`src/rtl/instruction_fetch_unit_pkg.sv`:
```
// Shared constants and FSM encoding for the instruction fetch unit.
package instruction_fetch_unit_pkg;

    localparam logic [31:0] DEFAULT_RESET_PC = 32'h0000_0000;
    localparam logic [31:0] NOP_INSTR        = 32'hE1A0_0000;  // MOV r0,r0
    localparam logic [31:0] WORD_INC         = 32'd4;
    localparam logic [31:0] WORD_OFFSET_MASK = 32'h0000_0003;

    typedef enum logic [1:0] {
        FETCH = 2'd0,
        HOLD  = 2'd1,
        KILL  = 2'd2
    } ifu_state_e;

endpackage

```
`src/rtl/instruction_fetch_unit_if.sv`:
```
// Instruction-memory, hazard/redirect and IF/ID signals of the fetch stage.
interface instruction_fetch_unit_if;

    logic        imem_req;
    logic [31:0] imem_addr;
    logic [31:0] imem_rdata;
    logic        imem_valid;
    logic        stall;
    logic        branch_taken;
    logic [31:0] branch_target;
    logic [31:0] IF_ID_instruction;
    logic [31:0] IF_ID_pc4;
    logic        IF_ID_valid;

    modport master (
        output imem_req, imem_addr, IF_ID_instruction, IF_ID_pc4, IF_ID_valid,
        input  imem_rdata, imem_valid, stall, branch_taken, branch_target
    );

    modport slave (
        input  imem_req, imem_addr, IF_ID_instruction, IF_ID_pc4, IF_ID_valid,
        output imem_rdata, imem_valid, stall, branch_taken, branch_target
    );

endinterface

```
`src/rtl/instruction_fetch_unit_if_id_register.sv`:
```
// IF/ID pipeline register: flush to NOP takes priority over load.
module instruction_fetch_unit_if_id_register
    import instruction_fetch_unit_pkg::*;
(
    input  logic        clk,
    input  logic        reset,
    input  logic        i_load,
    input  logic        i_flush,
    input  logic [31:0] i_instr,
    input  logic [31:0] i_pc4,
    output logic [31:0] o_instr,
    output logic [31:0] o_pc4,
    output logic        o_valid
);

    logic [31:0] r_instr;
    logic [31:0] r_pc4;
    logic        r_valid;

    always_ff @(posedge clk or posedge reset) begin
        if (reset) begin
            r_instr <= NOP_INSTR;
            r_pc4   <= '0;
            r_valid <= 1'b0;
        end else if (i_flush) begin
            r_instr <= NOP_INSTR;
            r_valid <= 1'b0;
        end else if (i_load) begin
            r_instr <= i_instr;
            r_pc4   <= i_pc4;
            r_valid <= 1'b1;
        end
    end

    assign o_instr = r_instr;
    assign o_pc4   = r_pc4;
    assign o_valid = r_valid;

endmodule

```
`src/rtl/instruction_fetch_unit.sv`:
```
// Fetch stage: PC, req/valid fetch FSM, one-entry skid buffer, branch kill.
// Optional IFU_PERF_CNT_EN adds fetch_count / stall_cycles outputs.
module instruction_fetch_unit
    import instruction_fetch_unit_pkg::*;
#(
    parameter logic [31:0] RESET_PC = DEFAULT_RESET_PC
) (
    input  logic        clk,
    input  logic        reset,
`ifdef IFU_PERF_CNT_EN
    output logic [31:0] fetch_count,
    output logic [31:0] stall_cycles,
`endif
    instruction_fetch_unit_if.master ifu_bus
);

    ifu_state_e  r_state;
    ifu_state_e  w_state_next;
    logic [31:0] r_pc;
    logic [31:0] r_kill_addr;
    logic [31:0] r_skid;
    logic        r_active;

    logic [31:0] w_pc_plus4;
    logic [31:0] w_target;
    logic        w_req;
    logic        w_xfer;
    logic        w_avail;
    logic        w_load;
    logic        w_flush;
    logic [31:0] w_load_instr;
    logic [31:0] w_load_pc4;

    assign w_pc_plus4 = r_pc + WORD_INC;
    assign w_target   = ifu_bus.branch_target & ~WORD_OFFSET_MASK;
    // r_active keeps the request low for the first cycle out of reset.
    assign w_req      = r_active && (r_state != HOLD);
    assign w_xfer     = w_req && ifu_bus.imem_valid;

    // When ID advances with nothing new to hand it, IF/ID becomes a bubble.
    assign w_avail      = (r_state == HOLD) || ((r_state == FETCH) && w_xfer);
    assign w_load       = !ifu_bus.branch_taken && !ifu_bus.stall && w_avail;
    assign w_flush      = ifu_bus.branch_taken || (!ifu_bus.stall && !w_avail);
    assign w_load_instr = (r_state == HOLD) ? r_skid : ifu_bus.imem_rdata;
    assign w_load_pc4   = (r_state == HOLD) ? r_pc : w_pc_plus4;

    assign ifu_bus.imem_req  = w_req;
    assign ifu_bus.imem_addr = (r_state == KILL) ? r_kill_addr : r_pc;

    always_comb begin
        w_state_next = r_state;
        case (r_state)
            FETCH: begin
                if (ifu_bus.branch_taken) begin
                    w_state_next = (w_req && !ifu_bus.imem_valid) ? KILL : FETCH;
                end else if (w_xfer && ifu_bus.stall) begin
                    w_state_next = HOLD;
                end
            end
            HOLD: begin
                if (ifu_bus.branch_taken || !ifu_bus.stall) begin
                    w_state_next = FETCH;
                end
            end
            KILL: begin
                if (w_xfer) begin
                    w_state_next = FETCH;
                end
            end
            default: w_state_next = FETCH;
        endcase
    end

    always_ff @(posedge clk or posedge reset) begin
        if (reset) begin
            r_state     <= FETCH;
            r_active    <= 1'b0;
            r_pc        <= RESET_PC;
            r_kill_addr <= RESET_PC;
            r_skid      <= NOP_INSTR;
        end else begin
            r_state  <= w_state_next;
            r_active <= 1'b1;
            if (ifu_bus.branch_taken) begin
                r_pc <= w_target;
                // A second redirect while killing must keep the owed address.
                if (r_state == FETCH) begin
                    r_kill_addr <= r_pc;
                end
            end else if ((r_state == FETCH) && w_xfer) begin
                r_pc <= w_pc_plus4;
            end
            if ((r_state == FETCH) && w_xfer && ifu_bus.stall && !ifu_bus.branch_taken) begin
                r_skid <= ifu_bus.imem_rdata;
            end
        end
    end

    instruction_fetch_unit_if_id_register u_if_id (
        .clk     (clk),
        .reset   (reset),
        .i_load  (w_load),
        .i_flush (w_flush),
        .i_instr (w_load_instr),
        .i_pc4   (w_load_pc4),
        .o_instr (ifu_bus.IF_ID_instruction),
        .o_pc4   (ifu_bus.IF_ID_pc4),
        .o_valid (ifu_bus.IF_ID_valid)
    );

`ifdef IFU_PERF_CNT_EN
    always_ff @(posedge clk or posedge reset) begin
        if (reset) begin
            fetch_count  <= '0;
            stall_cycles <= '0;
        end else begin
            if ((r_state == FETCH) && w_xfer && !ifu_bus.branch_taken) begin
                fetch_count <= fetch_count + 32'd1;
            end
            if (ifu_bus.stall && ifu_bus.IF_ID_valid) begin
                stall_cycles <= stall_cycles + 32'd1;
            end
        end
    end
`endif

endmodule
```
`src/flat_wrapper.sv`:
```
// flat-port wrapper written by rule: the top's interface ports become plain ports
module instruction_fetch_unit_flat import instruction_fetch_unit_pkg::*;
#(
    parameter logic [31:0] RESET_PC = DEFAULT_RESET_PC
)
  (clk, reset, ifu_bus_imem_req, ifu_bus_imem_addr, ifu_bus_IF_ID_instruction, ifu_bus_IF_ID_pc4, ifu_bus_IF_ID_valid, ifu_bus_imem_rdata, ifu_bus_imem_valid, ifu_bus_stall, ifu_bus_branch_taken, ifu_bus_branch_target);
  instruction_fetch_unit_if ifu_bus_i ();
  input  logic clk;
  input  logic reset;
  output wire logic [$bits(ifu_bus_i.imem_req)-1:0] ifu_bus_imem_req;
  output wire logic [$bits(ifu_bus_i.imem_addr)-1:0] ifu_bus_imem_addr;
  output wire logic [$bits(ifu_bus_i.IF_ID_instruction)-1:0] ifu_bus_IF_ID_instruction;
  output wire logic [$bits(ifu_bus_i.IF_ID_pc4)-1:0] ifu_bus_IF_ID_pc4;
  output wire logic [$bits(ifu_bus_i.IF_ID_valid)-1:0] ifu_bus_IF_ID_valid;
  input wire logic [$bits(ifu_bus_i.imem_rdata)-1:0] ifu_bus_imem_rdata;
  input wire logic [$bits(ifu_bus_i.imem_valid)-1:0] ifu_bus_imem_valid;
  input wire logic [$bits(ifu_bus_i.stall)-1:0] ifu_bus_stall;
  input wire logic [$bits(ifu_bus_i.branch_taken)-1:0] ifu_bus_branch_taken;
  input wire logic [$bits(ifu_bus_i.branch_target)-1:0] ifu_bus_branch_target;
  assign ifu_bus_imem_req = ifu_bus_i.imem_req;
  assign ifu_bus_imem_addr = ifu_bus_i.imem_addr;
  assign ifu_bus_IF_ID_instruction = ifu_bus_i.IF_ID_instruction;
  assign ifu_bus_IF_ID_pc4 = ifu_bus_i.IF_ID_pc4;
  assign ifu_bus_IF_ID_valid = ifu_bus_i.IF_ID_valid;
  assign ifu_bus_i.imem_rdata = ifu_bus_imem_rdata;
  assign ifu_bus_i.imem_valid = ifu_bus_imem_valid;
  assign ifu_bus_i.stall = ifu_bus_stall;
  assign ifu_bus_i.branch_taken = ifu_bus_branch_taken;
  assign ifu_bus_i.branch_target = ifu_bus_branch_target;
  instruction_fetch_unit #(.RESET_PC(RESET_PC)) u_core (.clk(clk), .reset(reset), .ifu_bus(ifu_bus_i));
endmodule
```
`config.mk`:
```
export PLATFORM = sky130hd
export DESIGN_NAME = instruction_fetch_unit_flat
export DESIGN_NICKNAME = d
export VERILOG_FILES = /design/src/rtl/instruction_fetch_unit_pkg.sv /design/src/rtl/instruction_fetch_unit_if.sv /design/src/rtl/instruction_fetch_unit_if_id_register.sv /design/src/rtl/instruction_fetch_unit.sv /design/src/flat_wrapper.sv
export SDC_FILE = /design/constraint.sdc
export NUM_CORES = 1
export LEC_CHECK = 0
export ABC_AREA = 1
export CORE_MARGIN = 5
export CORE_UTILIZATION = 56
export CTS_CLUSTER_SIZE = 40
export DETAILED_ROUTE_END_ITERATION = 7
export GPL_TIMING_DRIVEN = 0
export HOLD_SLACK_MARGIN = 0.12
export PLACE_DENSITY = 0.91
export SYNTH_ARGS = -nofsm -noshare
export SYNTH_HDL_FRONTEND = slang
export SYNTH_HIERARCHICAL = 1
export SYNTH_SLANG_ARGS = --single-unit
```
`constraint.sdc`:
```
create_clock -name clk -period 8.6 [get_ports clk]
set_input_delay 0.86 -clock clk [delete_from_list [all_inputs] [get_ports clk]]
set_output_delay 0.86 -clock clk [all_outputs]
set_load 0.05 [all_outputs]
```
==> flow_metrics.py <==
metrics = {
    "placed_design": {
        "io_buffers": 161,
        "placed_area_mm2": 0.01015,
        "hpwl_um": 18140,
        "gp_congestion": 0.9109,
    },
    "worst_setup_path": {
        "reg2reg_slack_ns": 6.31,
        "worst-path-buf-inv": 3,
        "slowest_delay_ns": 0.87,
        "path_cells": "inv_1 > nor2_1 > clkbuf_1 > nand2_1 > o21ai_0 > clkdlybuf4s50_1",
        "crit_type": "flip-flop to output pin",
        "worstPathRequired_ns": 7.74,
        "arrival_ns": 2.91,
        "startpoint_type": "flip-flop",
        "crit_fanout": 10,
        "cpMaxStageDelayCell": "clkdlybuf4s50_1",
        "endpoint_kind": "output pin",
        "cpLargestDelayFamily": "buffers and inverters",
    },
    "grt": {
        "grt_pass1_wl_um": 40610,
        "antenna_found_initial": 0,
        "grt_pass1_vias": 8133,
        "overflow": 0,
        "track_usage": 0.2869,
        "grt_max_degree": 62,
    },
    "final_layout": {
        "area_delta_synth_final_pct": 30.26,
        "seq_area_mm2": 0.004019,
        "multi_input_area_mm2": 0.003566,
        "nets": 1383,
        "drive_gt1_frac": 0.07692,
        "nFillCells": 1030,
        "antennaDiodeCount": 0,
        "final_area_mm2": 0.01074,
    },
    "drt": {
        "wl_met3_um": 2194,
        "first_iter_violations": 997,
        "vias_per_cell": 5.482,
        "vias": 8278,
        "firstDrtPassIters": 6,
        "routed_wl_um": 24910,
        "wl_met2_um": 11760,
        "drcViolationCount": 0,
        "routedWlPerCell_um": 16.50,
        "top_layer_used": "met4",
        "drtAntennaViolNets": 0,
        "m1WireLength_um": 9915,
    },
    "worst_hold_path": {
        "min_path_type": "flip-flop to flip-flop",
    },
    "pwr": {
        "p_per_area_mw_per_mm2": 242.8,
        "swShare": 0.3788,
        "seqPwrFrac": 0.381,
        "internal_power_mw": 1.620,
        "combPwrFrac": 0.328,
        "switchingPower_mw": 0.9877,
        "clkPwrFrac": 0.291,
        "irDropWorstVdd_uv": 153.6,
        "p_leak_nw": 5.300,
    },
    "timing": {
        "max_slew_margin": 0.5821,
        "rsz0062_at_grt": "no",
        "hold_violations": 0,
        "finalSetupViolations": 0,
        "skew_ns": 0.008872,
        "min_period_ns": 3.767,
        "fin_crit_sh": 0.4380,
        "tightest_slew_ns": 0.6260,
        "max_freq_mhz": 265.5,
        "report.final.slew_viol_count": 0,
        "tns_ns": 0,
    },
    "clock_network": {
        "cts_buffers": 17,
        "cts_sinks": 160,
        "clk_latency_ns": 0.43,
        "cts_resized": 0,
        "postCtsSetupBuffers": 0,
        "path_clk_slew_ns": 0.06,
        "hold_buffers": 0,
        "htreeDepth": 4,
        "root_buffer": "clkbuf_16",
        "cts_tree": "done",
        "clockBufferDepth": 2,
    },
    "synthesis": {
        "synth.most_common_cell": "nand2_1",
        "synthTopCellsByArea": "dfrtp_1 (45%), nand2_1 (22%), o21ai_0 (9.3%)",
        "yosysSeqAreaShare": 0.4875,
        "synth_commonest_cells": "nand2_1 (490), o21ai_0 (153), dfrtp_1 (148)",
        "ys_ff_latch": 160,
        "synth_warnings": 6,
        "netlist_area_mm2": 0.008244,
        "synth_top_area_share": 0.4492,
        "synth_cell_types": 28,
        "synth_ff_type": "dfrtp_1",
        "syn_avg_cell_area_um2": 7.309,
        "synth_edf_count": 0,
        "synth_top_area_cell": "dfrtp_1",
        "synthCells": 1128,
        "async_flop_share": 1.000,
    },
    "floorplanning": {
        "start_util": 0.5694,
        "core_mm2": 0.01448,
        "die_h_um": 131.3,
        "rows": 44,
        "dieArea_mm2": 0.01725,
        "io_pins": 167,
        "die_w_um": 131.3,
    },
    "status": {
        "status": "completed",
    },
    "job": {
        "max_cap_violations": 0,
    },
}
==> sequential cells by signal, indices dropped and copies added (netlist names) <==
| register | cells |
|---|---|
| u_core/r_active | 1 |
| u_core/u_if_id/o_valid | 1 |
| u_core/r_kill_addr | 30 |
| u_core/u_if_id/o_pc4 | 32 |
| u_core/r_pc | 30 |
| u_core/r_state | 2 |
| u_core/u_if_id/o_instr | 32 |
| u_core/r_skid | 32 |
==> layout make-up <==
class / count / share of cell area
flip-flops and latches: 160 / 0.3742
multi-input cells: 808 / 0.3321
repair buffers: 163 / 0.1545
clock buffers: 21 / 0.04288
inverters: 101 / 0.03554
plain buffers: 62 / 0.02715
well taps: 184 / 0.02144
clock inverters: 11 / 0.01223
==> per-layer routing <==
layer / up-vias / track usage
met5: - / 0
met4: 0 / 0.1331
met3: 85 / 0.05505
met2: 475 / 0.4718
met1: 3825 / 0.3684
li1: 3893 / -
==> cells by family after synthesis <==
kind of cell	count (synthesis)	synth area share
XOR/XNOR	16	0.01700
buffers and inverters	163	0.08135
other	2	0.0009109
AO/OA/AOI/OAI	171	0.1073
adder cells (fa/ha/maj)	1	0.001517
flip-flops	160	0.4875
AND/OR/NAND/NOR	615	0.3044
==> tightest hold or removal path: cells and delay by family (launching register included) <==
kind	cells	cell delay (ns)
DFF	1	0.34
and+or+nand+nor	2	0.11
==> placed cells by master (no fill, tap or decap), drive strengths merged, types with 2 or more instances in the layout <==
cell and count:
nand2 495, clkdlybuf4s50 161, o21ai 154, dfrtp 148, inv 103, nand3 72, clkbuf 48, nor2 44
buf 37, xor2 15, dfstp 12, o211ai 7, a21oi 7, conb 5, clkinv 4, clkinvlp 3
and2 3, bufinv 2, o221ai 2
==> through the flow <==
stage	worst slack, ns	util	total power, mW	hold WS, ns	cells
after floorplan	5.273	-	1.536	0.4534	1131
after global placement	3.745	0.6974	1.816	0.4525	1476
after detailed placement	5.348	0.7008	1.843	0.4576	1478
after CTS	4.869	0.7417	2.609	0.4729	1510
after global routing	4.730	0.7417	2.722	0.4922	1510
final	4.833	0.7417	2.607	0.4709	1510
==> power by group through the flow <==
stage | logic (mW) | clock network [mW] | registers [mW]
6_report | 0.854 | 0.760 | 0.994
3_3_place_gp | 0.823 | 0 | 0.994
3_5_place_dp | 0.843 | 0 | 1.00
5_1_grt | 0.917 | 0.797 | 1.01
4_1_cts | 0.853 | 0.766 | 0.991
2_1_floorplan | 0.390 | 0 | 1.15
==> final timing paths <==
kind,startpoint,cells after the start,endpoint
setup reg to reg,u_core/r_state[0],11,u_core/u_if_id/o_pc4[16]
min in group asynchronous,reset,2,u_core/r_skid[7]
setup / recovery,u_core/r_state[1],6,ifu_bus_imem_addr[3]
hold / removal,u_core/u_if_id/o_instr[15],2,u_core/u_if_id/o_instr[15]
hold reg to reg,u_core/u_if_id/o_instr[15],2,u_core/u_if_id/o_instr[15]
max in group asynchronous,reset,3,u_core/u_if_id/o_instr[29]
No activity file was read; power rests on OpenSTA's default activity.
